File: src/rtl/vga_pkg.sv
// -----------------------------------------------------------------------------
// vga_pkg
// Shared definitions for the 160x120, 3-bit-colour frame-buffer path.
//   SCREEN_W / SCREEN_H : visible screen size in pixels
//   XW / YW             : x / y coordinate widths
//   color_t             : 3-bit RGB pixel colour
//   rect_state_t        : rectangle-fill FSM states
// -----------------------------------------------------------------------------
package vga_pkg;

    localparam int SCREEN_W = 160;
    localparam int SCREEN_H = 120;
    localparam int XW       = 8;
    localparam int YW       = 7;

    typedef logic [2:0] color_t;

    typedef enum logic [1:0] {
        IDLE = 2'd0,
        LOAD = 2'd1,
        DRAW = 2'd2,
        DONE = 2'd3
    } rect_state_t;

endpackage

File: src/rtl/rect_clip.sv
// -----------------------------------------------------------------------------
// rect_clip
// Combinational clipping of a rectangle command against the visible screen.
// Shared by the rectangle, line and sprite engines.
//   x0_i, y0_i   : top-left corner
//   w_i, h_i     : width / height in pixels (0 = empty)
//   x_end_o      : last column to draw, min(x0+w-1, SCREEN_W-1)
//   y_end_o      : last row to draw,    min(y0+h-1, SCREEN_H-1)
//   empty_o      : nothing of the rectangle is visible
// -----------------------------------------------------------------------------
module rect_clip #(
    parameter int SCREEN_W = vga_pkg::SCREEN_W,
    parameter int SCREEN_H = vga_pkg::SCREEN_H,
    parameter int XW       = vga_pkg::XW,
    parameter int YW       = vga_pkg::YW
) (
    input  logic [XW-1:0] x0_i,
    input  logic [YW-1:0] y0_i,
    input  logic [XW-1:0] w_i,
    input  logic [YW-1:0] h_i,
    output logic [XW-1:0] x_end_o,
    output logic [YW-1:0] y_end_o,
    output logic          empty_o
);

    localparam logic [XW:0] X_LAST = (XW+1)'(SCREEN_W - 1);
    localparam logic [YW:0] Y_LAST = (YW+1)'(SCREEN_H - 1);

    // One extra bit so x0+w-1 never wraps; the w==0 / h==0 underflow case
    // is irrelevant because it is flagged empty.
    logic [XW:0] x_sum;
    logic [YW:0] y_sum;

    assign x_sum = {1'b0, x0_i} + {1'b0, w_i} - (XW+1)'(1);
    assign y_sum = {1'b0, y0_i} + {1'b0, h_i} - (YW+1)'(1);

    assign x_end_o = (x_sum > X_LAST) ? X_LAST[XW-1:0] : x_sum[XW-1:0];
    assign y_end_o = (y_sum > Y_LAST) ? Y_LAST[YW-1:0] : y_sum[YW-1:0];

    assign empty_o = (w_i == '0) || (h_i == '0) ||
                     ({1'b0, x0_i} > X_LAST) || ({1'b0, y0_i} > Y_LAST);

endmodule

File: src/rtl/rect_fill_engine.sv
// -----------------------------------------------------------------------------
// rect_fill_engine
// Accepts one rectangle command per start pulse, clips it to the screen and
// streams one pixel write per clock in raster order towards vga_core.
//   clk, reset          : clock, asynchronous active-high reset
//   start               : command strobe, sampled only in IDLE
//   x0, y0, w, h        : rectangle corner and size
//   fill_color          : colour for the whole rectangle
//   abort               : stop the current fill (LOAD or DRAW only)
//   x, y, color, plot   : registered pixel write to vga_core
//   busy                : command in progress
//   done                : one-cycle completion pulse
// -----------------------------------------------------------------------------
module rect_fill_engine #(
    parameter int SCREEN_W = vga_pkg::SCREEN_W,
    parameter int SCREEN_H = vga_pkg::SCREEN_H,
    parameter int XW       = vga_pkg::XW,
    parameter int YW       = vga_pkg::YW
) (
    input  logic          clk,
    input  logic          reset,
    input  logic          start,
    input  logic [XW-1:0] x0,
    input  logic [YW-1:0] y0,
    input  logic [XW-1:0] w,
    input  logic [YW-1:0] h,
    input  logic [2:0]    fill_color,
    input  logic          abort,
    output logic [XW-1:0] x,
    output logic [YW-1:0] y,
    output logic [2:0]    color,
    output logic          plot,
    output logic          busy,
    output logic          done
);

    import vga_pkg::*;

    rect_state_t   state_q, state_d;
    logic [XW-1:0] x0_q, x0_d, w_q, w_d, x_q, x_d;
    logic [YW-1:0] y0_q, y0_d, h_q, h_d, y_q, y_d;
    color_t        color_q, color_d;
    logic          plot_q, plot_d;

    logic [XW-1:0] x_end;
    logic [YW-1:0] y_end;
    logic          empty;

    // The latched command is stable from LOAD to DONE, so the clip results
    // can be used directly without an extra register stage.
    rect_clip #(
        .SCREEN_W (SCREEN_W),
        .SCREEN_H (SCREEN_H),
        .XW       (XW),
        .YW       (YW)
    ) u_clip (
        .x0_i    (x0_q),
        .y0_i    (y0_q),
        .w_i     (w_q),
        .h_i     (h_q),
        .x_end_o (x_end),
        .y_end_o (y_end),
        .empty_o (empty)
    );

    always_comb begin
        state_d = state_q;
        x0_d    = x0_q;
        y0_d    = y0_q;
        w_d     = w_q;
        h_d     = h_q;
        x_d     = x_q;
        y_d     = y_q;
        color_d = color_q;
        plot_d  = plot_q;
        case (state_q)
            IDLE: begin
                if (start) begin
                    x0_d    = x0;
                    y0_d    = y0;
                    w_d     = w;
                    h_d     = h;
                    color_d = fill_color;
                    state_d = LOAD;
                end
            end
            LOAD: begin
                if (abort || empty) begin
                    state_d = DONE;
                end else begin
                    x_d     = x0_q;
                    y_d     = y0_q;
                    plot_d  = 1'b1;
                    state_d = DRAW;
                end
            end
            DRAW: begin
                // The pixel on the outputs this cycle is written regardless;
                // abort only prevents the following ones.
                if (abort) begin
                    plot_d  = 1'b0;
                    state_d = DONE;
                end else if (x_q < x_end) begin
                    x_d = x_q + XW'(1);
                end else if (y_q < y_end) begin
                    x_d = x0_q;
                    y_d = y_q + YW'(1);
                end else begin
                    plot_d  = 1'b0;
                    state_d = DONE;
                end
            end
            DONE: begin
                state_d = IDLE;
            end
            default: begin
                state_d = IDLE;
                plot_d  = 1'b0;
            end
        endcase
    end

    always_ff @(posedge clk or posedge reset) begin
        if (reset) begin
            state_q <= IDLE;
            x0_q    <= '0;
            y0_q    <= '0;
            w_q     <= '0;
            h_q     <= '0;
            x_q     <= '0;
            y_q     <= '0;
            color_q <= '0;
            plot_q  <= 1'b0;
        end else begin
            state_q <= state_d;
            x0_q    <= x0_d;
            y0_q    <= y0_d;
            w_q     <= w_d;
            h_q     <= h_d;
            x_q     <= x_d;
            y_q     <= y_d;
            color_q <= color_d;
            plot_q  <= plot_d;
        end
    end

    assign x     = x_q;
    assign y     = y_q;
    assign color = color_q;
    assign plot  = plot_q;
    assign busy  = (state_q != IDLE);
    assign done  = (state_q == DONE);

endmodule

File: config.mk
export PLATFORM = sky130hd
export DESIGN_NAME = rect_fill_engine
export DESIGN_NICKNAME = d
export VERILOG_FILES = /design/src/rtl/vga_pkg.sv /design/src/rtl/rect_clip.sv /design/src/rtl/rect_fill_engine.sv
export SDC_FILE = /design/constraint.sdc
export NUM_CORES = 1
export LEC_CHECK = 0
export CAP_MARGIN = 20
export CORE_UTILIZATION = 50
export DETAILED_ROUTE_END_ITERATION = 8
export PLACE_DENSITY_LB_ADDON = 0.08
export SLEW_MARGIN = 20
export SYNTH_ARGS = -nofsm -noshare
export SYNTH_HDL_FRONTEND = slang
export SYNTH_SLANG_ARGS = --single-unit
File: constraint.sdc
create_clock -name clk -period 6.56 [get_ports clk]
set_input_delay 1.968 -clock clk [delete_from_list [all_inputs] [get_ports clk]]
set_output_delay 1.968 -clock clk [all_outputs]
set_load 0.05 [all_outputs]
==> results of run 1 <==
==> layout make-up <==
class | instances | area share, %
Timing Repair Buffer | 60 | 12.4
Clock buffer | 7 | 1.59
Multi-Input combinational cell | 299 | 51.3
Inverter | 67 | 5.25
Tap cell | 102 | 2.67
Clock inverter | 1 | 0.105
Sequential cell | 51 | 26.7
==> sequential cells by signal (all words and copies together), names as in the netlist <==
name / flops
color: 3
h_q: 7
plot: 1
state_q: 2
w_q: 8
x: 8
x0_q: 8
y: 7
y0_q: 7
==> worst paths after layout <==
check,from,end
max,w_q[1],y[6]
max reg2reg,w_q[1],y[6]
min reg2reg,color[1],color[1]
max in group asynchronous,reset,x[0]
min in group asynchronous,reset,y0_q[3]
min,color[1],color[1]
==> metal layers <==
layer  vias up  track usage, %  routed length, um
met5         -               0                  0
met4         0            4.56                 51
met3         4            3.15                337
met2        64            36.6               4130
met1      1557            33.9               4620
li1       1632               -                  -
==> synth_stat cells, types with 3 or more instances <==
cell / count / area, um2
and2_1: 4 / 25.0
nand2_1: 18 / 67.6
a221oi_1: 3 / 26.3
inv_1: 67 / 251
o211ai_1: 3 / 22.5
a21o_1: 8 / 60.1
buf_1: 3 / 11.3
a41oi_1: 3 / 26.3
nor3_1: 5 / 25.0
mux2i_1: 10 / 100
a211oi_1: 5 / 37.5
xor2_1: 3 / 26.3
nor2b_1: 7 / 43.8
a21oi_1: 21 / 105
buf_2: 3 / 15.0
o211a_1: 8 / 80.1
ha_1: 48 / 601
o22ai_1: 3 / 18.8
dfrtp_1: 51 / 1280
a2bb2oi_1: 7 / 61.3
o21ai_0: 11 / 55.1
nand3_1: 4 / 20.0
buf_6: 3 / 33.8
nor2_1: 28 / 105
mux2_2: 34 / 383
xnor2_1: 3 / 26.3
and3_1: 8 / 50.1
nand4_1: 5 / 31.3
nand2b_1: 5 / 31.3
==> through the flow <==
step                cells  cell area [um2]
floorplan             429             4060
global placement      579             4700
detailed placement    579             4700
CTS                   587             4780
global route          587             4790
finish                587             4790
==> critical path, stage by stage (launching register included) <==
cell	delay, ns
dfrtp_1	0.38
inv_1	0.06
ha_1	0.28
inv_1	0.06
ha_1	0.19
inv_1	0.07
fa_1	0.38
nand2b_1	0.23
a21oi_1	0.33
mux2i_1	0.15
o311ai_2	0.13
nor2_1	0.12
or2_2	0.32
or3_1	0.32
ha_1	0.30
nand4_1	0.11
nor2_1	0.13
nor3_1	0.06
and2_1	0.19
a21oi_1	0.73
a21boi_0	0.26
a2bb2oi_1	0.19
==> cell usage in the layout (no fill, tap or decap), types with 3 or more instances in the layout <==
cell type,synthesis,layout
clkbuf_8,0,5
nand3_1,4,4
o21ai_0,11,11
a21o_1,8,8
mux2i_1,10,10
inv_1,67,66
a2bb2oi_1,7,7
xnor2_1,3,3
o211a_1,8,8
nand4_1,5,5
clkdlybuf4s50_1,0,57
nor2_1,28,28
dfrtp_1,51,51
nand2b_1,5,5
a21oi_1,21,21
mux2_2,34,34
a41oi_1,3,3
a221oi_1,3,3
nand2_1,18,18
o22ai_1,3,3
nor3_1,5,5
a211oi_1,5,5
and2_1,4,4
nor2b_1,7,7
and3_1,8,8
buf_4,1,3
ha_1,48,48
o211ai_1,3,3
xor2_1,3,3
==> kinds of logic (layout without fill, tap and decap cells) <==
kind of cell             after synthesis  after routing  synth area share [%]
AO/OA/AOI/OAI                         94             94                  17.6
XOR/XNOR                               6              6                  1.30
flip-flops                            51             51                  31.5
buffers and inverters                 79            135                  8.05
AND/OR/NAND/NOR                      105            105                  13.9
multiplexers                          44             44                  11.9
adder cells (fa/ha/maj)               50             50                  15.8
==> impl_metrics.yaml, run 1 <==
run_status:
  status: "finished, final reports clean"
worst_setup_path:
  ff2ff_setup_slack_ns: 1.52
  cp_max_fo: 12
  required_ns: 6.79
  start_kind: "register"
  r2r_cells: 21
  crit_type: "reg -> reg"
  worstSetupEndpointType: "register"
  crit_arrival_ns: 5.27
detailed_routing:
  first_pass_iters: 4
  finalWirelength_um: 9150
  vias_per_cell: 5.55
  ant_nets: 0
  initialDrtViolationCount: 104
  drcViolationCount: 0
  wl_per_cell_um: 15.6
  via_count: 3257
layout:
  fin_nets: 571
  layout.area.seq_um2: 1280
  drive_above_1_share_pct: 12.4
  final_core_util_pct: 61.6
  n_fill_cell: 698
  antenna-diode-count: 0
  multi_input_area_um2: 2460
  area_delta_synth_final_pct: 18.0
clock_network:
  clk_pin_slew_ns: 0.10
  cts_tree: "built"
  cts_hold_buf: 0
  postCtsSetupRepairBufs: 0
  cts_resized: 0
  cts-root-buf: "clkbuf_8"
  cts_made_buffers: 5
  clock_path_buffers: 2
  clock_latency_ns: 0.30
  cts.sinks: 51
  ctsHtreeMaxLevel: 2
logic_synthesis:
  ys_warn_count: 0
  syn_nets: 516
  synth-seq-cells: 51
  postSynth.asyncResetShare_pct: 100
  synthFlopType: "dfrtp_1"
  yosysSeqAreaShare_pct: 31.5
  syn-cell-area_um2: 4060
  netlist_instances: 429
  synth_edf_count: 0
  ys_types: 70
  syn_area_per_cell_um2: 9.45
place:
  io_buffers: 57
  place_ws_ns: 1.30
  dpl.hpwl_um: 7160
  place_congestion: 0.838
sta:
  finalCriticalPeriod_ns: 5.04
  slew_viol_final: 0
  fmax_mhz: 198
  holdWs_ns: 0.516
  setup_viol: 0
  finalWorstSetupSlack_ns: 1.52
  final.setup.tns_ns: 0
  skew_ns: 0.00835
  rsz0062_at_grt: "false"
  relSlewSlack_pct: 39.9
  finalHoldViolCount: 0
  worst_pin_slew_ns: 0.902
  post-route-period-util_pct: 76.9
grt:
  grt_pass1_wl_um: 15700
  grt_max_degree: 52
  grt_pass1_vias: 3262
  antenna_found_initial: 0
  overflow: 0
  grt_usage_pct: 23.2
floorplan:
  die_w_um: 92.1
  rows: 32
  start_util_pct: 52.2
  boundaryPins: 58
  die_y_um: 92.1
  die-area_um2: 8470
  core_um2: 7770
worst_hold_path:
  hp-class: "reg -> reg"
  worstHoldPathCells: 1
job:
  max_cap_violations: 0
Power of run 1 is left out: the tool's default activity adds up to more than one toggle a clock period on the data nets, which glitch-free logic cannot reach.
==> run 2: changes to the inputs <==
clock period = 5.16 ns   (was 6.56 ns; I/O delays follow)
==> run 2 against run 1 <==
- flip-flop and latch count stayed put
- final cell count is 0.51% higher
- die area stayed put
- via count is 1.4% higher
- utilization is 0.53 points higher
- first-iteration DRC count is 2.9% higher
- clock skew is 0.0033 ns higher
- cell area is 0.86% higher
- non-clock buffer count is 3 higher
- critical endpoint is now x[0]
- largest cell class unchanged
==> impl_metrics.yaml, run 2 (synthesis gave the netlist of run 1 again) <==
clock_network:
  cts_hold_buf: 0
  postCtsSetupRepairBufs: 0
  cts_made_buffers: 5
  cts_tree: "built"
  clock_latency_ns: 0.30
  clock_path_buffers: 2
  clk_pin_slew_ns: 0.10
  ctsHtreeMaxLevel: 2
  cts-root-buf: "clkbuf_8"
  cts.sinks: 51
worst_setup_path:
  crit_chain: "inv_1 -> ha_1 -> inv_1 -> ha_1 -> inv_1 -> fa_1 -> nand2b_1 -> a21oi_2 -> mux2i_1 -> o311ai_2 -> nor2_1 -> or2_2 -> or3_1 -> ha_1 -> nand4_1 -> nor2_1 -> nor3_1 -> and2_1 -> a311o_2 -> and2_4 -> a22o_1"
  slowest_delay_ns: 0.49
  required_ns: 5.35
  worstSetupEndpointType: "register"
  r2r_start: "w_q[1]"
  critPathSlowestCell: "a311o_2"
  crit_start: "w_q[1]"
  crit_arrival_ns: 5.00
  crit_type: "reg -> reg"
  cp_max_fo: 9
  start_kind: "register"
layout:
  fin_nets: 574
  final_common_cell: "inv_1"
  layout_common_cells: "inv_1, clkdlybuf4s50_1, dfrtp_1"
  antenna-diode-count: 0
  layout.area.seq_um2: 1280
  n_fill_cell: 716
  multi_input_area_um2: 2460
  final_core_util_pct: 62.2
  area_delta_synth_final_pct: 19.1
  drive_above_1_share_pct: 13.3
sta:
  final.setup.tns_ns: 0
  finalHoldViolCount: 0
  finalCriticalPeriod_ns: 4.80
  worst_pin_slew_ns: 0.686
  rsz0062_at_grt: "false"
  relSlewSlack_pct: 54.2
  post-route-period-util_pct: 93.1
  fmax_mhz: 208
  slew_viol_final: 0
  setup_viol: 0
  skew_ns: 0.0117
floorplan:
  start_util_pct: 52.2
  rows: 32
  die_y_um: 92.1
  die_w_um: 92.1
  boundaryPins: 58
  die-area_um2: 8470
  core_um2: 7770
grt:
  use_met1_pct: 34.7
  antenna_found_initial: 0
  overflow: 0
  grt_use_met2_pct: 35.2
  grt_pass1_vias: 3210
  grt_max_degree: 34
  grt.busiest_layer: "met2"
  grt_usage_pct: 23.1
  grt_pass1_wl_um: 15600
  use_met3_pct: 3.32
detailed_routing:
  via_count: 3303
  first_pass_iters: 4
  vias_per_cell: 5.60
  initialDrtViolationCount: 107
  finalWirelength_um: 9080
  ant_nets: 0
  drcViolationCount: 0
  wl_per_cell_um: 15.4
place:
  place_congestion: 0.844
  io_buffers: 57
  dpl.hpwl_um: 7240
run_status:
  status: "finished, final reports clean"
job:
  max_cap_violations: 0
worst_hold_path:
  hp-class: "reg -> reg"
  min_from: "y0_q[1]"
[run 2: cell types whose count changed in the layout (fill, tap and decap cells not counted), sizes merged]
cell	delta
clkinv	-1
buf	+3
clkbuf	+1
[run 2: final cells by class]
cell class | instances | share of cell area [%]
Multi-Input combinational cell | 299 | 50.9
Sequential cell | 51 | 26.4
Timing Repair Buffer | 63 | 12.7
Inverter | 67 | 5.21
Tap cell | 102 | 2.64
Clock buffer | 8 | 2.07
[run 2: worst max-delay path: cells and delay by family, from the launching register on]
| kind | cells | cell delay, ns |
|---|---|---|
| compound gates | 4 | 1.08 |
| fa+ha+maj | 4 | 1.16 |
| flops | 1 | 0.39 |
| buf+inv | 3 | 0.19 |
| mux | 1 | 0.13 |
| simple gates | 9 | 1.75 |
[run 2: stage by stage]
step / hold slack, ns / setup WS [ns] / std cells / cell area, um2
floorplan: 0.479 / 0.674 / 429 / 4060
global placement: 0.488 / 0.364 / 582 / 4720
detailed placement: 0.494 / 0.253 / 582 / 4720
CTS: 0.516 / 0.236 / 590 / 4820
global route: 0.535 / 0.0294 / 590 / 4830
finish: 0.514 / 0.356 / 590 / 4830
[run 2: path summary, 6_finish.rpt]
check,endpoint,slack (ns),depth (start not counted)
setup / recovery,x[0],0.36,21
hold / removal,y0_q[1],0.51,1
setup reg to reg,x[0],0.36,21
hold reg to reg,y0_q[1],0.51,1
max in group asynchronous,x[2],2.75,3
min in group asynchronous,y0_q[2],1.68,2
[run 2: layer usage]
layer | share of wire [%] | routed length (um) | up-vias
met5 | 0 | 0 | -
met4 | 0.56 | 51 | 0
met3 | 3.9 | 352 | 5
met2 | 44 | 4020 | 61
met1 | 51 | 4650 | 1599
li1 | - | - | 1638
[run 2: what timing repair did]
| action | in CTS | in global routing |
|---|---|---|
| hold endpoints to repair | 0 | 0 |
| gates resized for setup | 0 | 2 |
| endpoints found under the setup margin | 0 | 8 |
Power of run 2 is left out for the same reason.
==> run 3: changes to the inputs <==
CORE_ASPECT_RATIO = 0.5   (was unset)
SETUP_SLACK_MARGIN = 0.15   (was unset)
clock period = 5.8 ns   (was 5.16 ns; I/O delays follow)
==> run 3 against run 2 <==
- global-route usage fell by 0.91 points
- critical path depth did not move
- final cell count rose by 0.68%
- sequential share of layout area fell by 0.18 points
- cell area rose by 0.67%
- die area rose by 0.26%
- utilization rose by 1.8 points
- worst setup slack improved by 0.41 ns
- hold slack got worse by 0.0058 ns
- critical path type unchanged
- first-iteration DRC count rose by 80%
- routed wire length fell by 3.5%
==> impl_metrics.yaml, run 3 (synthesis gave the netlist of run 1 again) <==
detailed_routing:
  ant_nets: 0
  via_count: 3202
  drcViolationCount: 0
  wl_per_cell_um: 14.7
  finalWirelength_um: 8760
  initialDrtViolationCount: 193
  vias_per_cell: 5.39
  first_pass_iters: 4
grt:
  grt_usage_pct: 22.2
  grt_max_degree: 52
  grt_pass1_wl_um: 14600
  grt_pass1_vias: 3032
  overflow: 0
  antenna_found_initial: 0
sta:
  skew_ns: 0.00674
  finalHoldViolCount: 0
  rsz0062_at_grt: "false"
  final.setup.tns_ns: 0
  fmax_mhz: 199
  finalWorstSetupSlack_ns: 0.765
  finalCriticalPeriod_ns: 5.04
  worst_pin_slew_ns: 0.896
  setup_viol: 0
  relSlewSlack_pct: 40.2
  post-route-period-util_pct: 86.8
  slew_viol_final: 0
place:
  place_congestion: 0.795
  io_buffers: 57
  place_area_um2: 4720
  place_ws_ns: 0.785
  dpl.hpwl_um: 6840
layout:
  area_delta_synth_final_pct: 19.9
  drive_above_1_share_pct: 12.8
  final_cell_area_um2: 4860
  antenna-diode-count: 0
  fin_nets: 572
  final_common_cell: "inv_1"
  final_core_util_pct: 64.0
  layout_common_cells: "inv_1, clkdlybuf4s50_1, dfrtp_1"
worst_setup_path:
  crit_type: "reg -> reg"
  ff2ff_setup_slack_ns: 0.76
  r2r_cells: 21
  start_kind: "register"
  critPathSlowestCell: "dfrtp_1"
  crit_chain: "inv_1 -> ha_1 -> inv_1 -> ha_1 -> inv_1 -> fa_1 -> nand2b_1 -> a21oi_1 -> mux2i_1 -> o311ai_2 -> nor2_1 -> or2_2 -> or3_1 -> ha_1 -> a21oi_1 -> nor2b_1 -> o21ai_0 -> and2_1 -> nand2_2 -> o21ai_0 -> mux2_2"
  slowest_delay_ns: 0.37
  cp_max_fo: 17
  required_ns: 5.99
  worstSetupEndpointType: "register"
  crit_arrival_ns: 5.22
floorplan:
  start_util_pct: 53.4
  die_w_um: 129
  core_um2: 7600
  die_y_um: 65.7
  rows: 22
  boundaryPins: 58
  die-area_um2: 8500
clock_network:
  clock_path_buffers: 2
  clk_pin_slew_ns: 0.07
  ctsHtreeMaxLevel: 2
  cts_hold_buf: 0
  clock_latency_ns: 0.29
  cts_made_buffers: 5
  postCtsSetupRepairBufs: 0
  cts.sinks: 51
  cts_resized: 0
  cts-root-buf: "clkbuf_16"
  cts_tree: "built"
run_status:
  status: "finished, final reports clean"
job:
  max_cap_violations: 0
worst_hold_path:
  hp-class: "reg -> reg"
  worstHoldPathCells: 1
run 3: cell types whose count changed in the layout (fill, tap and decap cells not counted):
cell and change:
clkbuf_8 -7, clkbuf_16 +5, clkinv_2 +3, buf_4 -2, a21oi_1 +1, a21oi_2 -1, a311o_1 +1, a311o_2 -1
clkbuf_1 -1, inv_2 -1, inv_6 +1
run 3: path summary, 6_finish.rpt:
kind / end / from
hold / removal: y0_q[1] / y0_q[1]
setup reg to reg: state_q[1] / w_q[1]
min in group asynchronous: x[5] / reset
max in group asynchronous: state_q[0] / reset
setup / recovery: state_q[1] / w_q[1]
hold reg to reg: y0_q[1] / y0_q[1]
run 3: layout make-up:
type / count / area, um2
clock buffers: 5 / 125
multi-input cells: 299 / 2450
fillers: 673 / 2740
repair buffers: 61 / 601
well taps: 108 / 135
inverters: 67 / 253
flip-flops and latches: 51 / 1280
clock inverters: 3 / 18.8
run 3: critical path: cells and delay by family, from the launching register on:
kind | cells | cell delay (ns)
AO/OA/AOI/OAI | 5 | 1.19
AND/OR/NAND/NOR | 7 | 1.54
adder cells (fa/ha/maj) | 4 | 1.14
multiplexers | 2 | 0.50
flip-flops | 1 | 0.37
buffers and inverters | 3 | 0.17
run 3: metal layers:
metal	vias to the layer above	routed length, um	track usage (%)
li1	1637	-	-
met3	7	226	4.07
met4	0	47	3.09
met5	-	0	0
met2	37	3900	35.6
met1	1521	4590	31.8
run 3: per-stage QoR:
| stage | cells | hold WS [ns] |
|---|---|---|
| floorplan | 429 | 0.479 |
| global placement | 586 | 0.488 |
| detailed placement | 586 | 0.494 |
| CTS | 594 | 0.510 |
| global route | 594 | 0.514 |
| finish | 594 | 0.509 |
Power of run 3 is left out for the same reason.
